==> src/rtl/route_cmd_cntrl_pkg.sv <==
// Shared types for the route command controller: command opcodes and FSM states.
package route_pkg;

  typedef enum logic [1:0] {
    CMD_STOP   = 2'b00,
    CMD_GO     = 2'b01,
    CMD_APPEND = 2'b10,
    CMD_RSVD   = 2'b11
  } cmd_op_e;

  typedef enum logic {
    IDLE    = 1'b0,
    TRANSIT = 1'b1
  } state_e;

endpackage

==> src/rtl/route_cmd_cntrl_if.sv <==
// Request/acknowledge bundle for the command receiver and the station-ID reader.
interface route_cmd_cntrl_if;
  logic [7:0] cmd;
  logic       cmd_rdy;
  logic       clr_cmd_rdy;
  logic [7:0] ID;
  logic       ID_vld;
  logic       clr_ID_vld;

  modport master (
    output cmd, cmd_rdy, ID, ID_vld,
    input  clr_cmd_rdy, clr_ID_vld
  );

  modport slave (
    input  cmd, cmd_rdy, ID, ID_vld,
    output clr_cmd_rdy, clr_ID_vld
  );
endinterface

==> src/rtl/route_cmd_cntrl_dest_fifo.sv <==
// Circular queue of destination IDs; flush wins over push and flush+push leaves only the new entry.
module dest_fifo #(
  parameter int W     = 6,
  parameter int DEPTH = 4,
  localparam int PW   = $clog2(DEPTH),
  localparam int CW   = $clog2(DEPTH + 1)
) (
  input  logic          clk,
  input  logic          rst_n,
  input  logic          push,
  input  logic          pop,
  input  logic          flush,
  input  logic [W-1:0]  din,
  output logic [W-1:0]  head,
  output logic [CW-1:0] cnt,
  output logic          full,
  output logic          empty
);

  logic [W-1:0]  mem [DEPTH];
  logic [PW-1:0] rd_ptr, wr_ptr;
  logic          wr_en, rd_en;

  assign full  = (cnt == CW'(DEPTH));
  assign empty = (cnt == '0);
  assign head  = mem[rd_ptr];
  assign wr_en = push && (flush || !full);
  assign rd_en = pop && !flush && !empty;

  always_ff @(posedge clk or negedge rst_n) begin
    if (!rst_n) begin
      rd_ptr <= '0;
      wr_ptr <= '0;
      cnt    <= '0;
    end else if (flush) begin
      rd_ptr <= wr_ptr;
      if (wr_en) begin
        wr_ptr <= wr_ptr + PW'(1);
        cnt    <= CW'(1);
      end else begin
        cnt    <= '0;
      end
    end else begin
      if (wr_en) wr_ptr <= wr_ptr + PW'(1);
      if (rd_en) rd_ptr <= rd_ptr + PW'(1);
      if (wr_en && !rd_en)      cnt <= cnt + CW'(1);
      else if (rd_en && !wr_en) cnt <= cnt - CW'(1);
    end
  end

  always_ff @(posedge clk) begin
    if (wr_en) mem[wr_ptr] <= din;
  end

endmodule

==> src/rtl/route_cmd_cntrl.sv <==
// Multi-stop route controller: queues destinations, matches station IDs, drives go and the obstruction buzzer.
//   state   | meaning
//   IDLE    | no route active, IDs acknowledged and ignored
//   TRANSIT | route active, head of queue is the next station to match
module route_cmd_cntrl
  import route_pkg::*;
#(
  parameter int ID_W        = 6,
  parameter int Q_DEPTH     = 4,
  parameter int BUZZ_PERIOD = 12500,
  parameter int BUZZ_HIGH   = 6250,
  localparam int QCW        = $clog2(Q_DEPTH + 1),
  localparam int BCW        = $clog2(BUZZ_PERIOD)
) (
  input  logic                 clk,
  input  logic                 rst_n,
  route_cmd_cntrl_if.slave     bus,
  input  logic                 OK2Move,
  output logic                 in_transit,
  output logic                 go,
  output logic                 buzz,
  output logic                 buzz_n,
  output logic [QCW-1:0]       q_cnt,
  output logic                 arrived,
  output logic                 cmd_err
);

  state_e          state;
  cmd_op_e         op;
  logic [ID_W-1:0] dest, id_rd, head;
  logic            push, pop, flush, q_full, q_empty, id_hit;
  logic            buzz_en;
  logic [BCW-1:0]  buzz_cnt;
  logic            unused_bits;

  assign op          = cmd_op_e'(bus.cmd[7:6]);
  assign dest        = bus.cmd[ID_W-1:0];
  assign id_rd       = bus.ID[ID_W-1:0];
  assign unused_bits = ^{bus.cmd, bus.ID};

  // A pending command always wins, so push and pop never coincide.
  assign bus.clr_cmd_rdy = bus.cmd_rdy;
  assign bus.clr_ID_vld  = bus.ID_vld && !bus.cmd_rdy;
  assign id_hit = bus.clr_ID_vld && (state == TRANSIT) && !q_empty && (id_rd == head);

  always_comb begin
    push  = 1'b0;
    pop   = 1'b0;
    flush = 1'b0;
    if (bus.cmd_rdy) begin
      case (op)
        CMD_STOP:   flush = 1'b1;
        CMD_GO:     begin flush = 1'b1; push = 1'b1; end
        CMD_APPEND: push = !q_full;
        default:    ;
      endcase
    end else begin
      pop = id_hit;
    end
  end

  dest_fifo #(.W(ID_W), .DEPTH(Q_DEPTH)) u_fifo (
    .clk   (clk),
    .rst_n (rst_n),
    .push  (push),
    .pop   (pop),
    .flush (flush),
    .din   (dest),
    .head  (head),
    .cnt   (q_cnt),
    .full  (q_full),
    .empty (q_empty)
  );

  always_ff @(posedge clk or negedge rst_n) begin
    if (!rst_n) begin
      state      <= IDLE;
      in_transit <= 1'b0;
      arrived    <= 1'b0;
      cmd_err    <= 1'b0;
    end else begin
      arrived <= 1'b0;
      cmd_err <= 1'b0;
      if (bus.cmd_rdy) begin
        case (op)
          CMD_STOP: begin
            state      <= IDLE;
            in_transit <= 1'b0;
          end
          CMD_GO: begin
            state      <= TRANSIT;
            in_transit <= 1'b1;
          end
          CMD_APPEND: begin
            if (q_full) begin
              cmd_err <= 1'b1;
            end else begin
              state      <= TRANSIT;
              in_transit <= 1'b1;
            end
          end
          default: cmd_err <= 1'b1;
        endcase
      end else if (id_hit && (q_cnt == QCW'(1))) begin
        state      <= IDLE;
        in_transit <= 1'b0;
        arrived    <= 1'b1;
      end
    end
  end

  assign go      = in_transit && OK2Move;
  assign buzz_en = in_transit && !OK2Move;

  always_ff @(posedge clk or negedge rst_n) begin
    if (!rst_n)                                buzz_cnt <= '0;
    else if (!buzz_en)                         buzz_cnt <= '0;
    else if (buzz_cnt == BCW'(BUZZ_PERIOD - 1)) buzz_cnt <= '0;
    else                                       buzz_cnt <= buzz_cnt + BCW'(1);
  end

  assign buzz   = buzz_en && (buzz_cnt < BCW'(BUZZ_HIGH));
  assign buzz_n = buzz_en && !buzz;

endmodule

==> src/flat_wrapper.sv <==
// flat-port wrapper written by rule: the top's interface ports become plain ports
module route_cmd_cntrl_flat import route_pkg::*;
#(
  parameter int ID_W        = 6,
  parameter int Q_DEPTH     = 4,
  parameter int BUZZ_PERIOD = 12500,
  parameter int BUZZ_HIGH   = 6250,
  localparam int QCW        = $clog2(Q_DEPTH + 1),
  localparam int BCW        = $clog2(BUZZ_PERIOD)
)
  (clk, rst_n, OK2Move, in_transit, go, buzz, buzz_n, q_cnt, arrived, cmd_err, bus_cmd, bus_cmd_rdy, bus_ID, bus_ID_vld, bus_clr_cmd_rdy, bus_clr_ID_vld);
  route_cmd_cntrl_if bus_i ();
  input  logic clk;
  input  logic rst_n;
  input  logic OK2Move;
  output logic in_transit;
  output logic go;
  output logic buzz;
  output logic buzz_n;
  output logic [QCW-1:0] q_cnt;
  output logic arrived;
  output logic cmd_err;
  input wire logic [$bits(bus_i.cmd)-1:0] bus_cmd;
  input wire logic [$bits(bus_i.cmd_rdy)-1:0] bus_cmd_rdy;
  input wire logic [$bits(bus_i.ID)-1:0] bus_ID;
  input wire logic [$bits(bus_i.ID_vld)-1:0] bus_ID_vld;
  output wire logic [$bits(bus_i.clr_cmd_rdy)-1:0] bus_clr_cmd_rdy;
  output wire logic [$bits(bus_i.clr_ID_vld)-1:0] bus_clr_ID_vld;
  assign bus_i.cmd = bus_cmd;
  assign bus_i.cmd_rdy = bus_cmd_rdy;
  assign bus_i.ID = bus_ID;
  assign bus_i.ID_vld = bus_ID_vld;
  assign bus_clr_cmd_rdy = bus_i.clr_cmd_rdy;
  assign bus_clr_ID_vld = bus_i.clr_ID_vld;
  route_cmd_cntrl #(.ID_W(ID_W), .Q_DEPTH(Q_DEPTH), .BUZZ_PERIOD(BUZZ_PERIOD), .BUZZ_HIGH(BUZZ_HIGH)) u_core (.clk(clk), .rst_n(rst_n), .bus(bus_i), .OK2Move(OK2Move), .in_transit(in_transit), .go(go), .buzz(buzz), .buzz_n(buzz_n), .q_cnt(q_cnt), .arrived(arrived), .cmd_err(cmd_err));
endmodule
==> config.mk <==
export PLATFORM = sky130hd
export DESIGN_NAME = route_cmd_cntrl_flat
export DESIGN_NICKNAME = d
export VERILOG_FILES = /design/src/rtl/route_cmd_cntrl_pkg.sv /design/src/rtl/route_cmd_cntrl_if.sv /design/src/rtl/route_cmd_cntrl_dest_fifo.sv /design/src/rtl/route_cmd_cntrl.sv /design/src/flat_wrapper.sv
export SDC_FILE = /design/constraint.sdc
export NUM_CORES = 1
export LEC_CHECK = 0
export ABC_AREA = 1
export BUFFER_PORTS_ARGS = -buffer_cell sky130_fd_sc_hd__buf_2
export CORE_ASPECT_RATIO = 0.5
export CORE_UTILIZATION = 31
export DETAILED_ROUTE_END_ITERATION = 8
export PLACE_DENSITY = 0.46
export SLEW_MARGIN = 40
export SYNTH_ARGS = -nofsm -noshare
export SYNTH_HDL_FRONTEND = slang
export SYNTH_SLANG_ARGS = --single-unit
==> constraint.sdc <==
create_clock -name clk -period 1.9 [get_ports clk]
set_input_delay 0.38 -clock clk [delete_from_list [all_inputs] [get_ports clk]]
set_output_delay 0.38 -clock clk [all_outputs]
set_load 0.02 [all_outputs]
==> summary.txt, run 1 <==
Outcome
  • Outcome: finished, violations left
  • Failing checks: negative setup slack

Placement
  • Placed inst area: between 0.003 and 0.004 mm²
  • Post-place setup slack: -0.211 ns
  • I/O Buffers: 29
  • GP Congestion: 0.827
  • Final HPWL DP: approximately 4300 µm

Synthesis
  • Synthesized instance count: between 200 and 300
  • Post-Syn Area: roughly 0.0026 mm²
  • Ys flop type: edfxtp_1
  • Register area share after synthesis: 0.501
  • Mean Syn Cell Area: between 8 and 9 µm²
  • Syn. warnings: 0
  • Largest area contributor in the synthesized netlist: edfxtp_1
  • Async SR Flop Fraction: 0.500
  • Area contributors post-synth: edfxtp_1 27%, dfrtp_1 23%, inv_1 8.7%
  • Synth cell types: 31
  • Dominant cell by count in the synthesized netlist: inv_1
  • #FFs+latches synth: between 40 and 50
  • EDFF count, synth: 24
  • Share of the synthesized area in the top cell type: 0.273
  • Mapped Nets: approximately 330
  • Post-synth top cells: 61 x inv_1, 54 x nand2_1, 29 x nor2_1

Timing
  • Relative slew slack: 0.617
  • Final Setup Violations: 4
  • Pins Over Slew Limit: 0
  • Min Tclk post-route: roughly 2 ns
  • Clock Skews: about 0.0075 ns
  • Post-route clock period utilization: 1.07
  • RSZ-0062 raised after global routing: true
  • Final setup margin: -0.130 ns
  • Count of final hold-check violations: 0
  • Max Clock Freq: slightly below 0.5 GHz
  • Hold_ws: 0.0819 ns
  • Least-Margin Pin Slew: 0.575 ns

Critical path
  • Worst endpoint required time: 2.08 ns
  • Critical Path Start Type: flip-flop
  • CP Max Fanout: 6
  • CP arrival: 2.21 ns
  • Worst Path Class, Setup: flip-flop to flip-flop
  • Worst Setup End Kind: flip-flop

Cells and area
  • Multi-input gate area: about 0.0012 mm²
  • Area delta synth->final: 34.9%
  • Layout cell share with drive strength beyond 1: 0.374
  • Fin area: approximately 0.0036 mm²
  • FF/Latch Area: about 0.0013 mm²
  • # diodes: 0
  • Final #Nets: a little over 400
  • Fillers: 826

Global route
  • Initial antenna violation count: 0
  • First-pass GRT wire length: a little over 9000 µm
  • Vias in the first global route: slightly below 2000
  • GRT Overall Usage: 0.136
  • Pin count of the biggest net entering global routing: 25
  • Grt ovf: 0

Route
  • Post-DRT Antenna Nets: 0
  • Detailed-route via count: 2109
  • Total Wirelength: between 5000 and 6000 µm
  • Residual DRC: 0
  • Mean routed wirelength per cell: ~12 µm
  • Drt pass-1 iters: 4
  • Drt first-iter violations: between 80 and 90
  • Vias per cell: about 4.4

Clock network
  • CTS Buf Count: 5
  • H-tree depth: 2
  • Cts hold-fix bufs: 0
  • Clock Sinks: 48
  • CTS tree: yes
  • CTS root buf: clkbuf_16
  • Clock latency on the worst-skew pair: between 0.2 and 0.3 ns
  • Clk buf depth: 2
  • Clock Pin Slew Worst Setup and Hold Paths: ~0.070 ns

Worst hold path
  • Worst hold path type: input pin to asynchronous set/reset pin

Die
  • Die footprint: between 0.008 and 0.009 mm²
  • Core Region: around 0.0081 mm²
  • I/O Pins: 32
  • Initial Util: 0.325
  • Row count: 23
  • Chip height: between 60 and 70 µm
  • Die W: 132 µm

Power
  • Power per cell area: between 900 and 1000 mW/mm²
  • P_leak: 1.69 nW
  • Peak VDD IR: between 300 and 400 µV

Job
  • Max-cap violations: 0
layer usage:
layer  global-route usage  wire length, µm  vias up
li1                     -                -     1088
met1                0.176             2980      988
met2                0.225             2660       26
met3               0.0368              191        7
met4               0.0388               61        0
met5                    0                0        -
layout by cell type, fill, tap and decap left out, types with 2 or more instances in the layout:
master and count:
a21oi_1 12, a21oi_2 2, buf_2 27, buf_4 39
buf_6 3, clkbuf_16 6, dfrtp_1 21, dfrtp_2 3
edfxtp_1 24, ha_1 11, inv_1 58, inv_2 5
nand2_1 48, nand2_2 13, nand2_4 2, nand3_1 5
nand3_2 16, nand3b_1 2, nand4_1 2, nor2_1 21
nor2_2 6, nor2_4 5, nor3_1 6, nor3_2 2
o21ai_0 5, o21ai_1 7, xor2_1 3
critical path, stage by stage (launching register included):
cell	delay (ns)
dfrtp_2	0.44
inv_4	0.11
buf_12	0.13
nand2_4	0.04
nand3_2	0.07
nand2_2	0.06
a21oi_2	0.16
nand3_2	0.12
nor2_4	0.13
inv_2	0.06
ha_4	0.23
nor2_1	0.09
o21ai_1	0.09
o21ai_1	0.14
a21oi_1	0.05
layout make-up:
| cell class | instances | area share |
|---|---|---|
| sequential | 48 | 0.372 |
| multi-input combinational | 181 | 0.330 |
| timing repair buffer | 71 | 0.142 |
| inverter | 64 | 0.0682 |
| tap | 112 | 0.0394 |
| clock buffer | 5 | 0.0352 |
| clock inverter | 3 | 0.0120 |
repair_timing:
action                                  in CTS  in global routing
gates cloned                                 0                  2
setup buffers                                4                  7
pin swaps                                    1                  8
endpoints found under the setup margin      28                 31
gates resized for setup                     10                 26
where the power goes:
group,total [mW],internal [mW],switching [mW],leakage [nW]
sequential,1.26,1.18,0.0753,0.535
combinational,1.14,0.498,0.645,1.07
clock,1.00,0.619,0.386,0.0814
path summary, 6_finish.rpt:
path / endpoint / slack (ns) / cells after the start / start
max: u_core.u_fifo.cnt[2] / -0.13 / 14 / u_core.u_fifo.rd_ptr[0]
max reg2reg: u_core.u_fifo.cnt[2] / -0.13 / 14 / u_core.u_fifo.rd_ptr[0]
max in group asynchronous: u_core.u_fifo.cnt[0] / 1.40 / 1 / rst_n
min in group clk: u_core.u_fifo.mem[3][5] / 0.31 / 1 / bus_cmd[5]
min reg2reg: u_core.buzz_cnt[0] / 0.48 / 1 / u_core.buzz_cnt[0]
min: u_core.buzz_cnt[4] / 0.08 / 1 / rst_n
logic make-up (layout without fill, tap and decap cells):
family,after synthesis,count (layout),share of synthesized area
AOI/OAI and AO/OA,31,31,0.0640
xor gates and xnor gates,5,5,0.0166
adders and majority gates,13,13,0.0617
buffers and inverters,68,143,0.105
DFF,48,48,0.501
muxes,1,1,0.00380
and+or+nand+nor,131,131,0.248
flip-flops by register name, indices dropped and copies added (netlist names):
register,cells
u_core.cmd_err,1
u_core.state,1
u_core.u_fifo.wr_ptr,2
u_core.u_fifo.mem,24
u_core.u_fifo.rd_ptr,2
u_core.buzz_cnt,14
u_core.u_fifo.cnt,3
u_core.arrived,1
stage by stage:
stage          instances   util  TNS [ns]  power [mW]
2_1_floorplan        297      -     -1.06        1.90
3_3_place_gp         463  0.388     -3.88        2.24
3_5_place_dp         463  0.388     -4.70        2.26
4_1_cts              475  0.417    -0.208        3.32
5_1_grt              484  0.438     -1.38        3.62
6_report             484  0.438    -0.256        3.41
Power figures use the tool's default switching activity.
==> inputs of run 2 (changes only) <==
- GPL_TIMING_DRIVEN: unset -> 0
==> run 2 against run 1 <==
  * The flow still finishes with violations (negative setup slack)
  * Global-route usage shrank 0.26 points
  * Cell count shrank 3.5%
  * Die area is the same
  * Total power grew 0.20%
  * Count of clock-buffer cells in the layout is the same
  * Worst setup slack lost 0.033 ns
  * Flip-flop and latch count is the same
  * Critical path type unchanged
==> summary.txt, run 2 (same netlist as run 1, synthesis figures left out) <==
Outcome
  • Outcome: finished, violations left
  • Failing checks: negative setup slack

Route
  • Drt first-iter violations: 75
  • Residual DRC: 0
  • Vias per cell: around 4.3
  • Drt pass-1 iters: 4
  • Detailed-route via count: roughly 2000
  • Total Wirelength: 5560 µm
  • Post-DRT Antenna Nets: 0
  • Mean routed wirelength per cell: between 10 and 15 µm

Critical path
  • CP Max Fanout: 5
  • R2r startpoint: u_core.u_fifo.rd_ptr[0]
  • Family with the most delay on the worst path: simple AND/OR/NAND/NOR gates
  • Worst Path Class, Setup: flip-flop to flip-flop
  • WP buf/inv: 4
  • Worst Setup End Kind: flip-flop
  • Worst path cell trace: inv_4 -> buf_12 -> buf_16 -> nand2_4 -> nand3_4 -> nand3_2 -> nand2_2 -> nor2_2 -> nand2_2 -> nor2_4 -> inv_2 -> ha_4 -> nor2_4 -> o21ai_2 -> o21ai_1 -> a21oi_1
  • CP peak stage delay: 0.43 ns
  • R2r worst-path depth: 16
  • CP arrival: roughly 2.2 ns
  • Worst endpoint required time: 2.08 ns
  • Critical Path Start Type: flip-flop
  • R2r setup slk: -0.16 ns
  • RR Endpoint: u_core.u_fifo.cnt[2]
  • Critical-path cell with the highest stage delay: dfrtp_2

Cells and area
  • Fin cells: 467
  • # diodes: 0
  • Final Util: 0.428
  • Layout cell share with drive strength beyond 1: 0.344
  • FF/Latch Area: roughly 0.0013 mm²
  • Fin area: 0.00348 mm²
  • Fillers: roughly 800
  • Final #Nets: roughly 390
  • Max FFs per register: 24
  • Area delta synth->final: 31.8%
  • Most common cell after layout, fill and taps aside: inv_1
  • Biggest register: u_core.u_fifo.mem
  • Largest registers: u_core.u_fifo.mem: 24 flops, u_core.buzz_cnt: 14 flops, u_core.u_fifo.cnt: 3 flops
  • Commonest cells after routing, fill and taps aside: 58 x inv_1, 49 x nand2_1, 27 x buf_2
  • Multi-input gate area: roughly 0.0012 mm²

Power
  • Clock group share of total power: 0.292
  • Sequential fraction of design power: 0.369
  • Switching share of power: 0.325
  • Net Sw Power: about 1.1 mW
  • Power per cell area: 982 mW/mm²
  • Pint: 2.31 mW
  • Comb pwr share: 0.339
  • Tot Pwr: between 3 and 4 mW
  • P_leak: 1.61 nW
  • Peak VDD IR: ~340 µV

Die
  • Initial Util: 0.325
  • Chip height: 67.2 µm
  • Core Region: ~0.008 mm²
  • I/O Pins: 32
  • Row count: 23
  • Die footprint: ~0.0089 mm²
  • Die W: ~130 µm

Timing
  • RSZ-0062 raised after global routing: true
  • Max Clock Freq: ~0.48 GHz
  • Clock Skews: ~0.0034 ns
  • Min Tclk post-route: between 2 and 2.5 ns
  • Setup Total Neg Slack: -0.406 ns
  • Post-route clock period utilization: 1.09
  • Least-Margin Pin Slew: 0.563 ns
  • Pins Over Slew Limit: 0
  • Final setup margin: -0.164 ns
  • Hold_ws: 0.0775 ns
  • Count of final hold-check violations: 0
  • Final Setup Violations: 3
  • Relative slew slack: 0.625

Clock network
  • Clock Sinks: 48
  • H-tree depth: 2
  • CTS root buf: clkbuf_16
  • CTS Buf Count: 5
  • Clock Pin Slew Worst Setup and Hold Paths: around 0.06 ns
  • Clk buf depth: 2
  • Clock latency on the worst-skew pair: slightly below 0.3 ns
  • CTS tree: yes
  • Cts hold-fix bufs: 0

Global route
  • First-pass GRT wire length: around 8700 µm
  • Initial antenna violation count: 0
  • Vias in the first global route: between 1500 and 2000
  • Grt ovf: 0
  • GRT Overall Usage: 0.133
  • Pin count of the biggest net entering global routing: 25

Job
  • Max-cap violations: 0

Placement
  • Post-place setup slack: -0.483 ns
  • Placed inst area: between 0.002 and 0.003 mm²
  • Final HPWL DP: roughly 3800 µm
  • DP Cell Count: 438
  • I/O Buffers: 29
  • GP Congestion: 0.741

Worst hold path
  • Worst hold path type: input pin to asynchronous set/reset pin
-- run 2: worst max path at each step --
| stage | start | to | cells after the start |
|---|---|---|---|
| after global routing | u_core.u_fifo.rd_ptr[0] | u_core.u_fifo.cnt[2] | 16 |
| after global placement | bus_cmd[6] | u_core.u_fifo.mem[2][2] | 8 |
| after CTS | u_core.u_fifo.rd_ptr[0] | u_core.u_fifo.cnt[2] | 15 |
| after detailed placement | bus_cmd[6] | u_core.u_fifo.mem[2][1] | 8 |
| after floorplan | u_core.u_fifo.cnt[0] | u_core.u_fifo.mem[0][0] | 7 |
| final | u_core.u_fifo.rd_ptr[0] | u_core.u_fifo.cnt[2] | 16 |
-- run 2: worst register-to-register path, cell delays in order (launching register included) --
cell     delay (ns)
dfrtp_2        0.43
inv_4          0.07
buf_12         0.13
buf_16         0.13
nand2_4        0.06
nand3_4        0.06
nand3_2        0.08
nand2_2        0.05
nor2_2         0.08
nand2_2        0.07
nor2_4         0.12
inv_2          0.06
ha_4           0.23
nor2_4         0.10
o21ai_2        0.07
o21ai_1        0.14
a21oi_1        0.05
-- run 2: final cells by class --
type | count | area share
inverters | 64 | 0.0742
plain buffers | 4 | 0.0119
clock buffers | 5 | 0.0360
flip-flops and latches | 48 | 0.381
repair buffers | 50 | 0.102
well taps | 112 | 0.0403
clock inverters | 3 | 0.0122
multi-input cells | 181 | 0.342
-- run 2: per-layer routing --
metal,global-route usage,vias up,share of wire
met5,0,-,0
met4,0.0517,0,0.014
met3,0.0338,8,0.035
met2,0.205,26,0.44
met1,0.181,907,0.51
li1,-,1051,-
-- run 2: what timing repair did --
action                                 4_1_cts  5_1_grt
cloned                                       1        0
pin swaps                                   11       11
buffers inserted                            15        5
endpoints found under the hold margin        0        0
resized for setup                           19       26
setup endpoints to repair                   29       31
-- run 2: power groups by stage --
| stage | Sequential [mW] | Combinational (mW) | Clock, mW |
|---|---|---|---|
| floorplan | 1.30 | 0.603 | 0 |
| global placement | 1.28 | 0.828 | 0 |
| detailed placement | 1.29 | 0.838 | 0 |
| CTS | 1.26 | 1.05 | 1.03 |
| global route | 1.28 | 1.28 | 1.08 |
| finish | 1.26 | 1.16 | 0.996 |
